### config.mk
export PLATFORM = sky130hd
export DESIGN_NAME = hdpldadapt_rx_datapath_cp_align
export DESIGN_NICKNAME = d
export VERILOG_FILES = /design/src/rtl/hdpldadapt_rx_datapath_cp_align.sv
export SDC_FILE = /design/constraint.sdc
export NUM_CORES = 1
export LEC_CHECK = 0
export CAP_MARGIN = 20
export CORE_ASPECT_RATIO = 0.8
export CORE_MARGIN = 1.5
export CORE_UTILIZATION = 35
export CTS_CLUSTER_DIAMETER = 80
export DETAILED_ROUTE_END_ITERATION = 8
export PLACE_DENSITY_LB_ADDON = 0.08
export SYNTH_ARGS = -nofsm -noshare
export SYNTH_HDL_FRONTEND = slang
export SYNTH_SLANG_ARGS = --single-unit
### constraint.sdc
create_clock -name rx_rdfifo_clk -period 3.06 [get_ports rx_rdfifo_clk]
set_clock_uncertainty 0.1 [all_clocks]
set_input_delay 0.459 -clock rx_rdfifo_clk [delete_from_list [all_inputs] [get_ports rx_rdfifo_clk]]
set_output_delay 0.459 -clock rx_rdfifo_clk [all_outputs]
set_load 0.01 [all_outputs]
### src/rtl/hdpldadapt_rx_datapath_cp_align.sv
// Bonded RX read-enable control plane: relays the rden token one hop per register and delays the local copy.
// Latency: relay 1 cycle; local enable d+1 enabled cycles after the token edge (d = programmed compensation).
// Backpressure: none; data_enable low freezes every register, rd_srst_n low clears regardless of data_enable.
module hdpldadapt_rx_datapath_cp_align #(
  parameter int CNTWIDTH = 4,
  parameter int TOWIDTH  = 8
) (
  input  logic                rx_rdfifo_clk,
  input  logic                rx_rdfifo_clk_rst,
  input  logic                rd_srst_n,
  input  logic                data_enable,
  input  logic                r_us_master,
  input  logic                r_ds_master,
  input  logic [1:0]          r_compin_sel,
  input  logic [CNTWIDTH-1:0] r_comp_cnt,
  input  logic                r_double_rd,
  input  logic                r_bonding_dft_in_en,
  input  logic                r_bonding_dft_in_value,
  input  logic                master_in_rden,
  input  logic                us_in_rden,
  input  logic                ds_in_rden,
  output logic                us_out_rden,
  output logic                ds_out_rden,
  output logic                comp_out_rden_en,
  output logic                align_done,
  output logic                align_err,
  output logic [15:0]         rx_cp_align_testbus
);

  localparam int MAXDLY = 2**CNTWIDTH;
  localparam logic [TOWIDTH-1:0]  TO_LAST = {{(TOWIDTH-1){1'b1}}, 1'b0};
  localparam logic [CNTWIDTH:0]   ONE_W   = 1;
  localparam logic [CNTWIDTH-1:0] CNT_ONE = 1;
  localparam logic [TOWIDTH-1:0]  TO_ONE  = 1;

  typedef enum logic [2:0] {
    ST_IDLE    = 3'd0,
    ST_WAIT    = 3'd1,
    ST_COUNT   = 3'd2,
    ST_ALIGNED = 3'd3,
    ST_ERR     = 3'd4
  } state_t;

  state_t              r_state;
  state_t              w_state_nxt;
  logic [MAXDLY-1:0]   r_sr;
  logic                r_prev;
  logic [CNTWIDTH-1:0] r_cnt;
  logic [CNTWIDTH-1:0] w_cnt_nxt;
  logic [TOWIDTH-1:0]  r_tocnt;
  logic [TOWIDTH-1:0]  w_tocnt_nxt;
  logic                r_us_out;
  logic                r_ds_out;
  logic [CNTWIDTH-1:0] r_lat_cnt;
  logic [1:0]          r_lat_sel;
  logic                r_lat_dbl;
  logic                w_latch;

  logic                w_us_in_int;
  logic                w_ds_in_int;
  logic                w_compin;
  logic [CNTWIDTH:0]   w_dbl;
  logic [CNTWIDTH-1:0] w_dly;
  logic                w_tap;
  logic                w_edge;
  logic                w_cfg_chg;

  assign w_us_in_int = r_bonding_dft_in_en ? r_bonding_dft_in_value : us_in_rden;
  assign w_ds_in_int = r_bonding_dft_in_en ? r_bonding_dft_in_value : ds_in_rden;

  always_comb begin
    w_compin = 1'b0;
    case (r_compin_sel)
      2'd0:    w_compin = master_in_rden;
      2'd1:    w_compin = w_us_in_int;
      2'd2:    w_compin = w_ds_in_int;
      default: w_compin = 1'b0;
    endcase
  end

  // Doubled delay is formed one bit wider so an overflow saturates to the last tap.
  assign w_dbl     = {r_comp_cnt, 1'b0};
  assign w_dly     = !r_double_rd ? r_comp_cnt :
                     (w_dbl[CNTWIDTH] ? {CNTWIDTH{1'b1}} : w_dbl[CNTWIDTH-1:0]);
  assign w_tap     = r_sr[w_dly];
  assign w_edge    = w_compin & ~r_prev;
  assign w_cfg_chg = (r_comp_cnt != r_lat_cnt) || (r_compin_sel != r_lat_sel) ||
                     (r_double_rd != r_lat_dbl);

  always_ff @(posedge rx_rdfifo_clk or posedge rx_rdfifo_clk_rst) begin
    if (rx_rdfifo_clk_rst) begin
      r_state <= ST_IDLE;
    end else if (!rd_srst_n) begin
      r_state <= ST_IDLE;
    end else if (data_enable) begin
      r_state <= w_state_nxt;
    end
  end

  always_comb begin
    w_state_nxt = r_state;
    w_cnt_nxt   = r_cnt;
    w_tocnt_nxt = r_tocnt;
    w_latch     = 1'b0;
    case (r_state)
      ST_IDLE: begin
        if (r_compin_sel != 2'd3) begin
          w_state_nxt = ST_WAIT;
          w_tocnt_nxt = '0;
          w_latch     = 1'b1;
        end
      end
      ST_WAIT, ST_COUNT, ST_ALIGNED: begin
        // Disable wins over a config change so software can park a channel cleanly.
        if (r_compin_sel == 2'd3) begin
          w_state_nxt = ST_IDLE;
        end else if (w_cfg_chg) begin
          w_state_nxt = ST_ERR;
        end else if (r_state == ST_WAIT) begin
          if (w_edge) begin
            w_state_nxt = (w_dly == '0) ? ST_ALIGNED : ST_COUNT;
            w_cnt_nxt   = '0;
          end else if (r_tocnt == TO_LAST) begin
            w_state_nxt = ST_ERR;
          end else begin
            w_tocnt_nxt = r_tocnt + TO_ONE;
          end
        end else if (r_state == ST_COUNT) begin
          if (({1'b0, r_cnt} + ONE_W) == {1'b0, w_dly}) begin
            w_state_nxt = ST_ALIGNED;
          end else begin
            w_cnt_nxt = r_cnt + CNT_ONE;
          end
        end
      end
      ST_ERR:  w_state_nxt = ST_ERR;
      default: w_state_nxt = ST_IDLE;
    endcase
  end

  always_ff @(posedge rx_rdfifo_clk or posedge rx_rdfifo_clk_rst) begin
    if (rx_rdfifo_clk_rst) begin
      r_sr      <= '0;
      r_prev    <= 1'b0;
      r_cnt     <= '0;
      r_tocnt   <= '0;
      r_us_out  <= 1'b0;
      r_ds_out  <= 1'b0;
      r_lat_cnt <= '0;
      r_lat_sel <= '0;
      r_lat_dbl <= 1'b0;
    end else if (!rd_srst_n) begin
      r_sr      <= '0;
      r_prev    <= 1'b0;
      r_cnt     <= '0;
      r_tocnt   <= '0;
      r_us_out  <= 1'b0;
      r_ds_out  <= 1'b0;
      r_lat_cnt <= '0;
      r_lat_sel <= '0;
      r_lat_dbl <= 1'b0;
    end else if (data_enable) begin
      r_sr     <= {r_sr[MAXDLY-2:0], w_compin};
      r_prev   <= w_compin;
      r_cnt    <= w_cnt_nxt;
      r_tocnt  <= w_tocnt_nxt;
      r_us_out <= r_us_master ? master_in_rden : w_ds_in_int;
      r_ds_out <= r_ds_master ? master_in_rden : w_us_in_int;
      if (w_latch) begin
        r_lat_cnt <= r_comp_cnt;
        r_lat_sel <= r_compin_sel;
        r_lat_dbl <= r_double_rd;
      end
    end
  end

  always_comb begin
    align_done       = (r_state == ST_ALIGNED);
    align_err        = (r_state == ST_ERR);
    comp_out_rden_en = (r_state == ST_ALIGNED) ? w_tap : 1'b0;
  end

  assign us_out_rden = r_us_out;
  assign ds_out_rden = r_ds_out;

  assign rx_cp_align_testbus = {r_state, 4'(r_cnt), w_compin, w_tap, r_prev, w_us_in_int,
                                w_ds_in_int, master_in_rden, data_enable, align_done, align_err};

endmodule

* Yosys cells after proc, flatten, opt, wreduce, memory -nomap -nowiden *
Index checks and enable logic that the tools add are counted.

word-level totals
  register bits after elaboration = 41
  bits in latches = 0
  bits in writable memories = 0
  memory bits (read-only) = 0
  input bits = 18
  output and inout port bits = 21
  logic and storage cells = 116
  memories kept = 0

cells by class
  add/sub/neg operators = 3
  $mul = 0
  div/mod/pow operators = 0
  magnitude comparators = 1
  eq/ne operators = 31
  shift-type cells = 0
  multiplexer cells = 59
  bitwise gates (word level) = 2
  reductions and logical operators = 10

operator list
  cell                   number
  $mux W8                8
  $mux W4                14
  $mux W16               2
  $mux W3                10
  $ne A3 B3 Y1 const B   8
  $mux W1                18
  $pmux W8 S2            1
  $ne A6 B6 Y1 const B   2
  $pmux W3 S3            1
  $add A8 B1 Y8 const B  1
  $eq A8 B8 Y1 const B   1
  $reduce_and A8 Y1      1
  $ne A7 B7 Y1 const B   1
  $reduce_and A7 Y1      1
  $eq A3 B2 Y1 const B   2
  $mux W2                3
  $ne A2 B1 Y1 const B   3
  $ne A2 B2 Y1 const B   3
  $ne A3 B1 Y1 const B   2
  $add A4 B1 Y5 const B  1
  $eq A5 B4 Y1           1
  $lt A4 B5 Y1 const B   1
  $reduce_and A5 Y1      1
  $add A4 B1 Y4 const B  1
  17 further kinds       19

* Depth between registers and ports, before layout *
  depth in word-level cells = 11
  gate-level depth with buffers = 8
  depth with buffers taken out = 8

* Least setup slack after synthesis *
OpenSTA, ideal clock, no wires.

  kind = input to output
  start = input port r_double_rd
  end = output port comp_out_rden_en
  arrival = 1808 ps
  required time = 2501 ps
  slack = 693 ps
  stages on the path = 8
  buffers on the path = 2
  cells stage by stage = buf_6 buf_2 nor2_1 nor2_2 mux4_2 nand2_1 o211ai_1 and2_1

on the way
  word-level cells in the longest chain between the ends = 4

ends and longest elaborated chain
  item                           RTL line  source
  start: declaration             16        input logic r_double_rd,
  $mux W4                        83        assign w_dly = !r_double_rd ? r_comp_cnt :
  $bmux W1 S4                    85        assign w_tap = r_sr[w_dly];
  $mux W1 (not written as such)  85
  via w_tap                      64        logic w_tap;
  $mux W1                        180       comp_out_rden_en = (r_state == ST_ALIGNED) ? w_tap : 1'b0;
  end: declaration               24        output logic comp_out_rden_en,

The timed path passes the listed nets, and every way through them passes these cells. The select of a mux whose other input is x is not followed.

* Worst setup path in the final report *
  start = input port r_comp_cnt[3]
  end = output port rx_cp_align_testbus[7]

on the way
  word-level cells in the longest chain between the ends = 4

ends and longest elaborated chain
  item                             RTL line  source
  start: declaration               15        input logic [CNTWIDTH-1:0] r_comp_cnt,
  $mux W4                          84        (w_dbl[CNTWIDTH] ? {CNTWIDTH{1'b1}} : w_dbl[CNTWIDTH-1:0]);
  $mux W4 *                        83
  $bmux W1 S4 *                    85
  $mux W1 (not written as such) *  85
  end: declaration                 27        output logic [15:0] rx_cp_align_testbus

Mark *: on every way between the ends. The rest lies on a longest branch, timed or not. The select of a mux whose other input is x is not followed.

==> metrics <==
number of enable flip-flop cells after synthesis 0; Worst Path Required 2500 ps; yosys warns 0; clock slew seen by the registers of the worst setup and hold paths 90 ps; top_reg_cell synth dfrtp_1; share of cells above drive strength 1 16.8%; hold path depth 1; CTS Sinks 40; ratio of final minimum period to clock period 94.5%; Die ar. 8340 um^2; Via density 4.98; Fill cells 739; critical path class input port to output pin; worst relative slew slack 62.4%; n_diodes 0; port bufs 38; worst-path cell chain clkdlybuf4s50_1 > buf_4 > mux2i_2 > a221o_1 > a22oi_2 > o32a_1 > o211ai_1 > dlygate4sd2_1; CP max stage delay 430 ps; peak supply drop 0.000231 V; Multi-input gate area 1550 um^2; global routing usage on met1 25.2%; row count 28; post-layout util 45.1%; worst-path fanout max 7; gpl congestion 0.816; Overflow after GRT 0; Vias 2155; worst-margin pin slew 559 ps; first-pass GRT wire length 10300 um; pin count of the biggest net entering global routing 41; clock latency on the worst-skew pair 300 ps; post-synth cell types 70; # DRC 0; Worst setup EP type output pin; initial antenna violation count 0; Leak Pwr 1.49 nW; met2 GRT Util 22.5%; cts bufs inserted 5; Post-Synthesis Cells 288; CP max-delay cell clkdlybuf4s50_1; Final min period 2890 ps; Critical Path Start Type input port; die width 102 um; worst r2r src r_cnt[0]$_DFFE_PP0P_; final hold slack 416 ps; synthesis-stage register bit count 40; pwr/cell area 387 nW/um^2; hold wc startpoint r_tocnt[7]$_DFFE_PP0P_; Reg area 1000 um^2; All-Layer GR Usage 16.1%; TritonCTS clock tree built; Pre-antenna DRT Iters 4; clock buffer depth 2; Hold Crit Endpoint r_tocnt[7]$_DFFE_PP0P_; Worst R2R Setup Slack 640 ps; boundary pin count 39; vias in the first global route 2035; Max Cap Violations 0; Achievable Freq 0.346 GHz; gr busiest metal met1; post-route antenna net violation count 0; Routed WL 6300 um; min-delay worst type flop to flop; status finished, final reports clean; grt met3 use 3.15%; root buf cell clkbuf_8; reg2reg end r_cnt[2]$_DFFE_PP0P_; Final Max Slew Viols 0; initial DRC count 125; unrepaired setup endpoints after global routing false; Synthesized Nets 309; WL/cell 14.5 um; crit path from r_comp_cnt[3]; r2r worst-path depth 7; Nets 348; DP HPWL 4620 um; htree depth 2; Final Hold Vio Count 0; core area 7460 um^2; Netlist Area Pre-Place 2730 um^2; endpoints failing setup 0; critical path arrival 2330 ps; sequential area share after synthesis 36.7%; synthesized area per cell 9.48 um^2; asr flop ratio synth 100%; Die Ht 82.0 um; Initial Util 36.6%; Synth-to-Final Area Change 23.1%
## timing repair
item / CTS / global route
setup endpoints to repair: 2 / 2
pin swaps: 1 / 2
gates resized for setup: 4 / 6
hold buffers: 0 / 0
buffers inserted: 0 / 0
endpoints found under the hold margin: 0 / 0
## worst max-delay path by stage
stage | slack, ps | to | depth (start not counted)
6_report | 170 | rx_cp_align_testbus[7] | 8
2_1_floorplan | 690 | comp_out_rden_en | 8
4_1_cts | -60 | comp_out_rden_en | 9
3_3_place_gp | -260 | comp_out_rden_en | 9
5_1_grt | 60 | rx_cp_align_testbus[7] | 8
3_5_place_dp | -330 | comp_out_rden_en | 9
## cell type report
cell class	instances	share of cell area, %
Clock inverter	3	1.38
Timing Repair Buffer	57	15.6
Inverter	10	1.12
Tap cell	105	3.91
Multi-Input combinational cell	213	46.1
Sequential cell	40	29.8
Clock buffer	5	2.05
## placed cells by master (no fill, tap or decap), types with 2 or more instances in the layout
cell type and n:
or3b_1 2, nand4_1 3, buf_4 18, nand2b_1 5, xor2_1 3, clkbuf_8 5, a32o_1 3, or4_1 2
o31ai_1 2, nor3b_1 2, o2bb2ai_1 2, o311ai_0 2, nand2_1 28, nor3b_2 2, nand3b_1 2, nor3_1 2
nand3_1 11, xnor2_1 8, nor2_1 31, a21oi_1 9, ha_1 3, mux2i_2 3, o211ai_1 4, or2_2 2
and3_1 2, a221o_1 2, a21o_1 5, dlymetal6s2s_1 2, o41ai_1 2, and2_1 4, o21ai_1 2, dfrtp_1 40
and3b_1 2, clkdlybuf4s50_1 34, inv_1 10, mux2i_1 23, a22oi_2 2, o21ai_0 7
## worst max-delay path, delay by kind of cell
family	cells	cell delay (ps)
compound gates	4	760
mux	1	170
buf+inv	3	940
## synth_stat cells, types with 3 or more instances
library cell  count  area [um^2]
and2_1            4         25.0
nand3_1          11         55.1
nor2_1           31          116
o21ai_0           7         35.0
ha_1              3         37.5
nand4_1           3         18.8
nand2_1          28          105
a32o_1            3         30.0
inv_1            10         37.5
buf_4            10         75.1
xnor2_1           8         70.1
dfrtp_1          40         1000
clkbuf_1          5         18.8
a21oi_1           9         45.0
xor2_1            3         26.3
buf_2             6         30.0
mux2i_1          24          240
o211ai_1          4         30.0
nand2b_1          5         31.3
a21o_1            5         37.5
## routing by layer
layer | share of wire, % | routed length, um | vias to the layer above
met5 | 0 | 0 | -
met3 | 3.4 | 212 | 4
met2 | 39 | 2430 | 38
met4 | 0.73 | 46 | 0
li1 | - | - | 1103
met1 | 57 | 3610 | 1010
## kinds of logic after synthesis
| family | synth area share [%] |
|---|---|
| and+or+nand+nor | 21.2 |
| adders and majority gates | 1.38 |
| muxes | 11.6 |
| DFF | 36.7 |
| xor gates and xnor gates | 4.40 |
| buffers and inverters | 7.01 |
| AOI/OAI and AO/OA | 17.7 |
## metrics by stage
stage	area (um^2)	power (W)	setup TNS, ps	cells	worst slack (ps)
after floorplan	2730	0.000759	0	288	693
after global placement	3230	0.000859	-449	425	-264
after detailed placement	3230	0.000859	-573	425	-326
after CTS	3350	0.00132	-58.4	433	-58.4
after global routing	3360	0.00138	0	433	60.3
final	3360	0.00130	0	433	167
## flip-flops by register name, indices dropped and copies added (netlist names)
name / count
ds_out_rden: 1
r_cnt: 4
r_lat_cnt: 4
r_lat_dbl: 1
r_lat_sel: 2
r_sr: 16
r_state: 3
r_tocnt: 8
us_out_rden: 1
## power breakdown
part / total, W / leakage (nW) / internal, W / switching [W]
Clock: 0.000453 / 0.0548 / 0.000246 / 0.000207
Combinational: 0.000284 / 0.879 / 0.000132 / 0.000152
Sequential: 0.000564 / 0.553 / 0.000543 / 0.0000213
No activity file was read; power rests on OpenSTA's default activity.
